--- src/rtl/pkt_defs.sv ---
// Shared definitions for the transmit-side packet serialiser: type codes, frame
// lengths, fixed byte offsets, broadcast address and FSM state encoding.
package pkt_defs;

    localparam int WORD_W = 16;
    localparam int BYTE_W = 8;
    localparam logic [15:0] DEF_BROADCAST_ID = 16'hFFFF;

    localparam logic [2:0] PKT_HB     = 3'd1;
    localparam logic [2:0] PKT_CHE    = 3'd2;
    localparam logic [2:0] PKT_INV    = 3'd3;
    localparam logic [2:0] PKT_DATA   = 3'd4;
    localparam logic [2:0] PKT_REWARD = 3'd5;

    // Total frame length in bytes, checksum included.
    localparam logic [3:0] LEN_HB     = 4'd11;
    localparam logic [3:0] LEN_CHE    = 4'd10;
    localparam logic [3:0] LEN_INV    = 4'd8;
    localparam logic [3:0] LEN_DATA   = 4'd9;
    localparam logic [3:0] LEN_REWARD = 4'd8;

    localparam logic [3:0] IDX_TYPE    = 4'd0;
    localparam logic [3:0] IDX_SRC_HI  = 4'd1;
    localparam logic [3:0] IDX_SRC_LO  = 4'd2;
    localparam logic [3:0] IDX_DST_HI  = 4'd3;
    localparam logic [3:0] IDX_DST_LO  = 4'd4;
    localparam logic [3:0] IDX_PAYLOAD = 4'd5;

    typedef enum logic [1:0] {
        ST_IDLE,
        ST_SEND,
        ST_CKSUM,
        ST_DONE
    } state_t;

    function automatic logic is_legal(input logic [2:0] t);
        return (t >= PKT_HB) && (t <= PKT_REWARD);
    endfunction

    function automatic logic [3:0] pkt_len(input logic [2:0] t);
        case (t)
            PKT_HB:     return LEN_HB;
            PKT_CHE:    return LEN_CHE;
            PKT_INV:    return LEN_INV;
            PKT_DATA:   return LEN_DATA;
            PKT_REWARD: return LEN_REWARD;
            default:    return 4'd0;
        endcase
    endfunction

endpackage

--- src/rtl/pkt_byte_sel.sv ---
// Combinational byte picker: maps latched packet fields and the current byte
// index onto the outgoing byte value (checksum byte is handled by the caller).
module pkt_byte_sel
    import pkt_defs::*;
#(
    parameter int WORD_WIDTH = WORD_W,
    parameter int BYTE_WIDTH = BYTE_W
) (
    input  logic [2:0]            i_type,
    input  logic [3:0]            i_idx,
    input  logic [WORD_WIDTH-1:0] i_src,
    input  logic [WORD_WIDTH-1:0] i_dst,
    input  logic [WORD_WIDTH-1:0] i_q,
    input  logic [WORD_WIDTH-1:0] i_energy,
    input  logic [WORD_WIDTH-1:0] i_data,
    input  logic [BYTE_WIDTH-1:0] i_hops,
    output logic [BYTE_WIDTH-1:0] o_byte
);

    logic [3:0] w_off;
    assign w_off = i_idx - IDX_PAYLOAD;

    always_comb begin
        // NOTE: default first so every path assigns o_byte and no latch is inferred.
        o_byte = '0;
        case (i_idx)
            IDX_TYPE:   o_byte = BYTE_WIDTH'(i_type);
            IDX_SRC_HI: o_byte = i_src[WORD_WIDTH-1 -: BYTE_WIDTH];
            IDX_SRC_LO: o_byte = i_src[BYTE_WIDTH-1:0];
            IDX_DST_HI: o_byte = i_dst[WORD_WIDTH-1 -: BYTE_WIDTH];
            IDX_DST_LO: o_byte = i_dst[BYTE_WIDTH-1:0];
            default: begin
                case (i_type)
                    PKT_HB: begin
                        case (w_off)
                            4'd0:    o_byte = i_q[WORD_WIDTH-1 -: BYTE_WIDTH];
                            4'd1:    o_byte = i_q[BYTE_WIDTH-1:0];
                            4'd2:    o_byte = i_hops;
                            4'd3:    o_byte = i_energy[WORD_WIDTH-1 -: BYTE_WIDTH];
                            4'd4:    o_byte = i_energy[BYTE_WIDTH-1:0];
                            default: o_byte = '0;
                        endcase
                    end
                    PKT_CHE: begin
                        case (w_off)
                            4'd0:    o_byte = i_energy[WORD_WIDTH-1 -: BYTE_WIDTH];
                            4'd1:    o_byte = i_energy[BYTE_WIDTH-1:0];
                            4'd2:    o_byte = i_q[WORD_WIDTH-1 -: BYTE_WIDTH];
                            4'd3:    o_byte = i_q[BYTE_WIDTH-1:0];
                            default: o_byte = '0;
                        endcase
                    end
                    PKT_INV:    o_byte = (w_off == 4'd0) ? i_energy[WORD_WIDTH-1 -: BYTE_WIDTH]
                                                         : i_energy[BYTE_WIDTH-1:0];
                    PKT_DATA: begin
                        case (w_off)
                            4'd0:    o_byte = i_data[WORD_WIDTH-1 -: BYTE_WIDTH];
                            4'd1:    o_byte = i_data[BYTE_WIDTH-1:0];
                            4'd2:    o_byte = i_hops;
                            default: o_byte = '0;
                        endcase
                    end
                    PKT_REWARD: o_byte = (w_off == 4'd0) ? i_q[WORD_WIDTH-1 -: BYTE_WIDTH]
                                                         : i_q[BYTE_WIDTH-1:0];
                    default:    o_byte = '0;
                endcase
            end
        endcase
    end

endmodule

--- src/rtl/packet_builder.sv ---
// Serialises one routing packet (type, src, dst, payload, XOR checksum) onto a
// valid/ready byte stream; fields are captured when the packet is accepted.
module packet_builder
    import pkt_defs::*;
#(
    parameter int                    WORD_WIDTH   = WORD_W,
    parameter int                    BYTE_WIDTH   = BYTE_W,
    parameter logic [WORD_WIDTH-1:0] BROADCAST_ID = DEF_BROADCAST_ID
) (
    input  logic                  clk,
    input  logic                  nrst,
    input  logic                  start,
    input  logic [2:0]            pktType,
    input  logic [WORD_WIDTH-1:0] myNodeID,
    input  logic [WORD_WIDTH-1:0] destinationID,
    input  logic [WORD_WIDTH-1:0] qValue,
    input  logic [WORD_WIDTH-1:0] energy,
    input  logic [WORD_WIDTH-1:0] dataWord,
    input  logic [BYTE_WIDTH-1:0] hops,
    input  logic                  tx_ready,
    output logic [BYTE_WIDTH-1:0] tx_data,
    output logic                  tx_valid,
    output logic                  tx_last,
    output logic                  busy,
    output logic                  done,
    output logic                  err
);

    state_t                r_state;
    logic [3:0]            r_idx;
    logic [3:0]            r_last_idx;
    logic [BYTE_WIDTH-1:0] r_cksum;
    logic [2:0]            r_type;
    logic [WORD_WIDTH-1:0] r_src, r_dst, r_q, r_energy, r_data;
    logic [BYTE_WIDTH-1:0] r_hops;
    logic                  r_valid, r_last, r_busy, r_done, r_err;
    logic [BYTE_WIDTH-1:0] w_byte;

    pkt_byte_sel #(
        .WORD_WIDTH (WORD_WIDTH),
        .BYTE_WIDTH (BYTE_WIDTH)
    ) u_byte_sel (
        .i_type   (r_type),
        .i_idx    (r_idx),
        .i_src    (r_src),
        .i_dst    (r_dst),
        .i_q      (r_q),
        .i_energy (r_energy),
        .i_data   (r_data),
        .i_hops   (r_hops),
        .o_byte   (w_byte)
    );

    // Byte is a pure function of registered state, so it holds steady while stalled.
    assign tx_data  = (r_state == ST_SEND)  ? w_byte  :
                      (r_state == ST_CKSUM) ? r_cksum : '0;
    assign tx_valid = r_valid;
    assign tx_last  = r_last;
    assign busy     = r_busy;
    assign done     = r_done;
    assign err      = r_err;

    // NOTE: non-blocking assignments throughout so every register samples pre-edge values.
    always_ff @(posedge clk) begin
        if (nrst) begin
            r_state    <= ST_IDLE;
            r_idx      <= '0;
            r_last_idx <= '0;
            r_cksum    <= '0;
            r_type     <= '0;
            r_src      <= '0;
            r_dst      <= '0;
            r_q        <= '0;
            r_energy   <= '0;
            r_data     <= '0;
            r_hops     <= '0;
            r_valid    <= 1'b0;
            r_last     <= 1'b0;
            r_busy     <= 1'b0;
            r_done     <= 1'b0;
            r_err      <= 1'b0;
        end else begin
            r_done <= 1'b0;
            r_err  <= 1'b0;
            case (r_state)
                ST_IDLE: begin
                    if (start && is_legal(pktType)) begin
                        r_type     <= pktType;
                        r_src      <= myNodeID;
                        r_dst      <= (pktType == PKT_HB || pktType == PKT_CHE) ? BROADCAST_ID
                                                                                : destinationID;
                        r_q        <= qValue;
                        r_energy   <= energy;
                        r_data     <= dataWord;
                        r_hops     <= hops;
                        r_idx      <= '0;
                        r_last_idx <= pkt_len(pktType) - 4'd2;
                        r_cksum    <= '0;
                        r_valid    <= 1'b1;
                        r_busy     <= 1'b1;
                        r_state    <= ST_SEND;
                    end else if (start) begin
                        r_err <= 1'b1;
                    end
                end
                ST_SEND: begin
                    if (tx_ready) begin
                        r_cksum <= r_cksum ^ w_byte;
                        if (r_idx == r_last_idx) begin
                            r_last  <= 1'b1;
                            r_state <= ST_CKSUM;
                        end else begin
                            r_idx <= r_idx + 4'd1;
                        end
                    end
                end
                ST_CKSUM: begin
                    if (tx_ready) begin
                        r_valid <= 1'b0;
                        r_last  <= 1'b0;
                        r_busy  <= 1'b0;
                        r_done  <= 1'b1;
                        r_idx   <= '0;
                        r_state <= ST_DONE;
                    end
                end
                ST_DONE: begin
                    r_state <= ST_IDLE;
                end
                default: r_state <= ST_IDLE;
            endcase
        end
    end

endmodule

--- config.mk ---
export PLATFORM = sky130hd
export DESIGN_NAME = packet_builder
export DESIGN_NICKNAME = d
export VERILOG_FILES = /design/src/rtl/pkt_defs.sv /design/src/rtl/pkt_byte_sel.sv /design/src/rtl/packet_builder.sv
export SDC_FILE = /design/constraint.sdc
export NUM_CORES = 1
export LEC_CHECK = 0
export ABC_AREA = 0
export BUFFER_PORTS_ARGS = -buffer_cell sky130_fd_sc_hd__buf_4
export CORE_MARGIN = 2
export CORE_UTILIZATION = 40
export CTS_CLUSTER_DIAMETER = 100
export CTS_CLUSTER_SIZE = 10
export DETAILED_ROUTE_END_ITERATION = 7
export PLACE_DENSITY_LB_ADDON = 0.08
export SKIP_CTS_REPAIR_TIMING = 1
export SYNTH_ARGS = -nofsm -noshare
export SYNTH_HDL_FRONTEND = slang
export SYNTH_HIERARCHICAL = 1
export SYNTH_SLANG_ARGS = --single-unit
--- constraint.sdc ---
create_clock -name clk -period 6.8 [get_ports clk]
set_input_delay 0.68 -clock clk [delete_from_list [all_inputs] [get_ports clk]]
set_output_delay 0.68 -clock clk [all_outputs]
set_load 0.01 [all_outputs]
==> impl_metrics.py, run 1 <==
metrics = {
    "clock_tree": {
        "cts_root_buf": "clkbuf_16",
        "htreeDepth": 3,
        "cts_made_buffers": 9,
        "cts_tree": "yes",
        "clk_pin_slew_ns": 0.07,
        "clk_path_buf_depth": 2,
        "cts.sinks": 112,
        "clk-insertion-delay-late_ns": 0.35,
    },
    "floorplanning": {
        "core_sq_mm": 0.0146,
        "die_width_microns": 127,
        "num_rows": 44,
        "initial_utilization_pct": 41.3,
        "die-area_sq_mm": 0.0161,
        "die_h_microns": 127,
        "pin_count": 108,
    },
    "worst_setup_path": {
        "slowest_delay_ns": 1.10,
        "crit_path_end_kind": "output pin",
        "crit_start": "r_idx[2]$_SDFFE_PP0P_",
        "slowest_stage": "nor4bb_1",
        "path_cells": "nor4bb_1, nand2_1, o211ai_1, a211oi_1, o211ai_1, nand2_1, o21ai_0, buf_4",
        "cp_top_family": "simple AND/OR/NAND/NOR gates",
        "worstSetupPathType": "reg -> out",
        "arrival_ns": 3.54,
        "crit_required_ns": 6.12,
        "startpoint_type": "flip-flop",
        "r2r_start": "r_idx[2]$_SDFFE_PP0P_",
        "crit_buf_inv": 1,
        "worstPathMaxFanout": 26,
    },
    "timing": {
        "min_period_over_period_pct": 62.1,
        "fmax_mhz": 237,
        "setup_viol": 0,
        "fin_worst_skew_ns": 0.00529,
        "hold_viol": 0,
        "finalSetupTns_ns": 0,
        "drv_slew": 0,
        "slew_headroom_pct": 11.8,
        "rsz0062_at_grt": "false",
        "min_period_ns": 4.22,
        "worstMarginPinSlew_ns": 1.31,
    },
    "routing": {
        "drt-pass1-iter-count": 5,
        "via_per_inst": 5.73,
        "drc": 0,
        "ant_nets": 0,
        "vias": 5852,
        "wire_per_inst_microns": 17.6,
        "drt_wl_total_microns": 18000,
        "drtIter0Drc": 465,
    },
    "synth": {
        "synth_fp_nets": 875,
        "synth_cell_types": 69,
        "synth_area_leaders": "dfxtp_1 37%, nand2_1 11%, a21oi_1 8.0%",
        "postSynthAreaPerCell_sq_um": 7.80,
        "synth_flop_cell": "dfxtp_1",
        "synth-seq-area-share_pct": 37.1,
        "ys_ff_latch": 112,
        "async_reset_ff_share_pct": 0,
        "syn_area_sq_mm": 0.00604,
        "synth_edf_count": 0,
        "synthCells": 775,
        "yosysWarnings": 6,
        "synth_top_area_share_pct": 37.1,
        "netlist.top_cell.by_area": "dfxtp_1",
    },
    "power_and_ir_drop": {
        "power_density_mw_per_mm2": 284,
        "p_total_mw": 2.01,
        "p_leak_nw": 2.54,
        "max-vdd-ir-drop_uv": 155,
    },
    "worst_hold_path": {
        "hold_path_startpoint": "r_data[4]$_SDFFE_PP0P_",
        "hold_class": "reg -> reg",
    },
    "place": {
        "dpl.hpwl_microns": 12900,
        "gp_congestion": 0.876,
        "io_buffers": 107,
        "placedCellCount": 1007,
        "dpl-instance-area_sq_mm": 0.00680,
    },
    "job": {
        "maxCapViolCount": 0,
    },
    "layout": {
        "fin_area_sq_mm": 0.00709,
        "n_antenna_cell": 0,
        "nNetsFinal": 934,
        "fin_util_pct": 48.4,
        "layout_common_cells": "185 x nand2_1, 114 x buf_4, 111 x dfxtp_1",
        "layout_commonest_cell": "nand2_1",
        "final_cells": 1022,
        "drive_gt1_share_pct": 17.8,
        "syn2layout_area_growth_pct": 17.4,
    },
    "grt": {
        "antenna_found_initial": 0,
        "grt_use_total_pct": 22.7,
        "grt_pass1_wl_microns": 29100,
        "overflow": 0,
        "grt_max_degree": 95,
        "first_global_vias": 5516,
    },
    "run_status": {
        "status": "complete, no violations",
    },
}
layer usage:
layer	share of wire (%)	global-route usage, %
met1	46	31.4
met2	45	35.2
met3	6.6	5.65
met4	2.1	6.40
met5	0	0
final cells by class:
type,count,area [sq um]
Clock buffer,9,225
Clock inverter,6,67.6
Fill cell,1470,7550
Inverter,15,56.3
Multi-Input combinational cell,582,3410
Sequential cell,112,2240
Tap cell,184,230
Timing Repair Buffer,114,856
worst paths after layout:
check	end	cells after the start	slack [ns]
max reg2reg	r_cksum[2]$_SDFFE_PP0P_	8	3.20
min	r_data[4]$_SDFFE_PP0P_	2	0.46
max	tx_data[2]	8	2.58
min reg2reg	r_data[4]$_SDFFE_PP0P_	2	0.46
synthesized netlist by cell type (all sizes together), types with 12 or more instances:
master,count
o21ai,17
nor2,45
buf,43
nor3,21
a21oi,96
nand2,185
inv,15
clkbuf,23
dfxtp,112
mux2i,37
a22oi,22
o211ai,12
report_power, final:
group | switching, mW | internal, mW
Combinational | 0.392 | 0.231
Clock | 0.249 | 0.286
Sequential | 0.0987 | 0.757
Total | 0.740 | 1.27
stage by stage:
step	hold slack [ns]	setup slack [ns]
2_1_floorplan	0.433	4.21
3_3_place_gp	0.443	3.22
3_5_place_dp	0.446	3.11
4_1_cts	0.457	2.69
5_1_grt	0.477	2.48
6_report	0.457	2.58
worst register-to-register path: cells and delay by family, from the launching register on:
family          cells  cell delay, ns
flops               1            0.86
simple gates        3            1.82
buf+inv             1            0.09
compound gates      4            0.77
logic make-up after synthesis:
family	synth area share [%]
simple gates	23.1
xor+xnor	0.580
buf+inv	6.50
mux	7.43
compound gates	24.2
flops	37.1
fa+ha+maj	1.04
state kept, by name (all words and copies together) (netlist names):
register	flops
r_data	16
r_q	16
r_cksum	8
r_state	2
r_last_idx	3
r_type	3
done	1
r_dst	16
r_src	16
busy	1
tx_last	1
r_hops	8
r_energy	16
r_idx	4
err	1
Power figures use the tool's default switching activity.
==> inputs of run 2 (changes only) <==
- clock period: 6.8 -> 3.4 ns (I/O delays scaled with it)
==> run 2 against run 1 <==
Net effect:
- clock power up 91%
- cell area up 2.2%
- sequential share of layout area down 0.59 points
- critical path type unchanged
- non-clock buffer count up 18
- via count up 0.44%
- critical endpoint is now tx_data[4]
- critical path depth up 1
- combinational power up 110%
- first-iteration DRC count down 14%
- worst setup slack worse by 2.3 ns
- die area unchanged
- sequential power up 100%
- worst hold slack worse by 0.24 ns
==> impl_metrics.py, run 2 (synthesis results as in run 1) <==
metrics = {
    "run_status": {
        "status": "complete, no violations",
    },
    "place": {
        "gp_congestion": 0.853,
        "dpl.hpwl_microns": 13600,
        "placedCellCount": 1025,
        "io_buffers": 107,
    },
    "timing": {
        "fin_worst_skew_ns": 0.00605,
        "min_period_ns": 3.14,
        "hold_viol": 0,
        "rsz0062_at_grt": "false",
        "setup_viol": 0,
        "fmax_mhz": 318,
        "drv_slew": 0,
        "worstMarginPinSlew_ns": 0.937,
        "finalSetupTns_ns": 0,
        "slew_headroom_pct": 37.5,
        "min_period_over_period_pct": 92.4,
    },
    "clock_tree": {
        "clk_pin_slew_ns": 0.07,
        "htreeDepth": 3,
        "clk_path_buf_depth": 2,
        "clk-insertion-delay-late_ns": 0.36,
        "cts_made_buffers": 9,
        "cts_tree": "yes",
        "cts_root_buf": "clkbuf_16",
        "cts.sinks": 112,
    },
    "worst_setup_path": {
        "crit_path_end_kind": "output pin",
        "worstSetupPathType": "reg -> out",
        "crit_required_ns": 3.06,
        "worstPathMaxFanout": 15,
        "r2r_start": "r_idx[3]$_SDFFE_PP0P_",
        "startpoint_type": "flip-flop",
        "reg2reg_depth": 9,
        "crit_start": "r_idx[3]$_SDFFE_PP0P_",
        "arrival_ns": 2.80,
    },
    "power_and_ir_drop": {
        "p_leak_nw": 2.64,
        "power_density_mw_per_mm2": 557,
        "max-vdd-ir-drop_uv": 308,
    },
    "worst_hold_path": {
        "hold_path_startpoint": "dataWord[6]",
        "whs_path_depth": 3,
        "hold_class": "in -> reg",
    },
    "routing": {
        "drt_wl_total_microns": 18500,
        "drc": 0,
        "ant_nets": 0,
        "drt-pass1-iter-count": 5,
        "via_per_inst": 5.65,
        "wire_per_inst_microns": 17.8,
        "drtIter0Drc": 399,
        "vias": 5878,
    },
    "layout": {
        "syn2layout_area_growth_pct": 19.9,
        "layout_common_cells": "185 x nand2_1, 130 x buf_4, 108 x dfxtp_1",
        "n_antenna_cell": 0,
        "layout_commonest_cell": "nand2_1",
        "final_cells": 1040,
        "drive_gt1_share_pct": 20.1,
        "fillers": 1472,
        "nNetsFinal": 952,
    },
    "floorplanning": {
        "initial_utilization_pct": 41.3,
        "num_rows": 44,
        "die_width_microns": 127,
        "die_h_microns": 127,
        "pin_count": 108,
        "die-area_sq_mm": 0.0161,
        "core_sq_mm": 0.0146,
    },
    "grt": {
        "grt_use_total_pct": 23.1,
        "grt_pass1_wl_microns": 29500,
        "first_global_vias": 5653,
        "antenna_found_initial": 0,
        "grt_max_degree": 75,
        "overflow": 0,
    },
    "job": {
        "maxCapViolCount": 0,
    },
}
run 2: changes by cell type in the layout (fill, tap and decap cells not counted), moves of 2 or more:
cell     delta
buf_4      +16
dfxtp_1     -3
dfxtp_2     +2
buf_12      +2
run 2: power by group:
| group | internal [mW] | leakage (nW) | switching, mW |
|---|---|---|---|
| clock network | 0.519 | 0.135 | 0.500 |
| registers | 1.52 | 0.918 | 0.205 |
| logic | 0.502 | 1.58 | 0.796 |
run 2: per-layer routing:
metal	routed length (microns)	vias up	GRT usage (%)
met2	8830	175	37.5
met1	8380	2788	31.3
met5	0	-	0
li1	-	2895	-
met3	1050	20	4.30
met4	286	0	6.85
run 2: layout make-up:
class,instances,area (sq um),area share [%]
multi-input cells,582,3420,47.2
repair buffers,132,1020,14.0
well taps,184,230,3.18
clock inverters,5,38.8,0.535
inverters,15,56.3,0.777
flip-flops and latches,112,2250,31.0
clock buffers,10,239,3.30
run 2: stage by stage:
step | power [mW] | area [sq um] | util [%] | setup WS (ns) | hold WS (ns)
2_1_floorplan | 2.64 | 6040 | - | 1.04 | 0.433
3_3_place_gp | 3.01 | 6960 | 47.5 | 0.524 | 0.445
3_5_place_dp | 3.06 | 6960 | 47.5 | 0.416 | 0.443
4_1_cts | 4.07 | 7240 | 49.4 | 0.100 | 0.211
5_1_grt | 4.29 | 7250 | 49.5 | 0.101 | 0.219
6_report | 4.04 | 7250 | 49.5 | 0.260 | 0.221
run 2: final timing paths:
kind                                                end  slack (ns)
worst max-delay path                         tx_data[4]        0.26
worst min-delay path             r_data[6]$_SDFFE_PP0P_        0.22
worst max register to register  r_cksum[4]$_SDFFE_PP0P_        0.60
worst min register to register    r_src[8]$_SDFFE_PP0P_        0.45
run 2: critical path, cell delays in order (launching register included):
cell	delay [ns]
dfxtp_2	0.41
buf_4	0.21
nor2b_1	0.17
and2_1	0.23
o211ai_1	0.39
o221ai_1	0.22
a221o_1	0.40
nand2_1	0.07
o21ai_0	0.12
buf_4	0.20
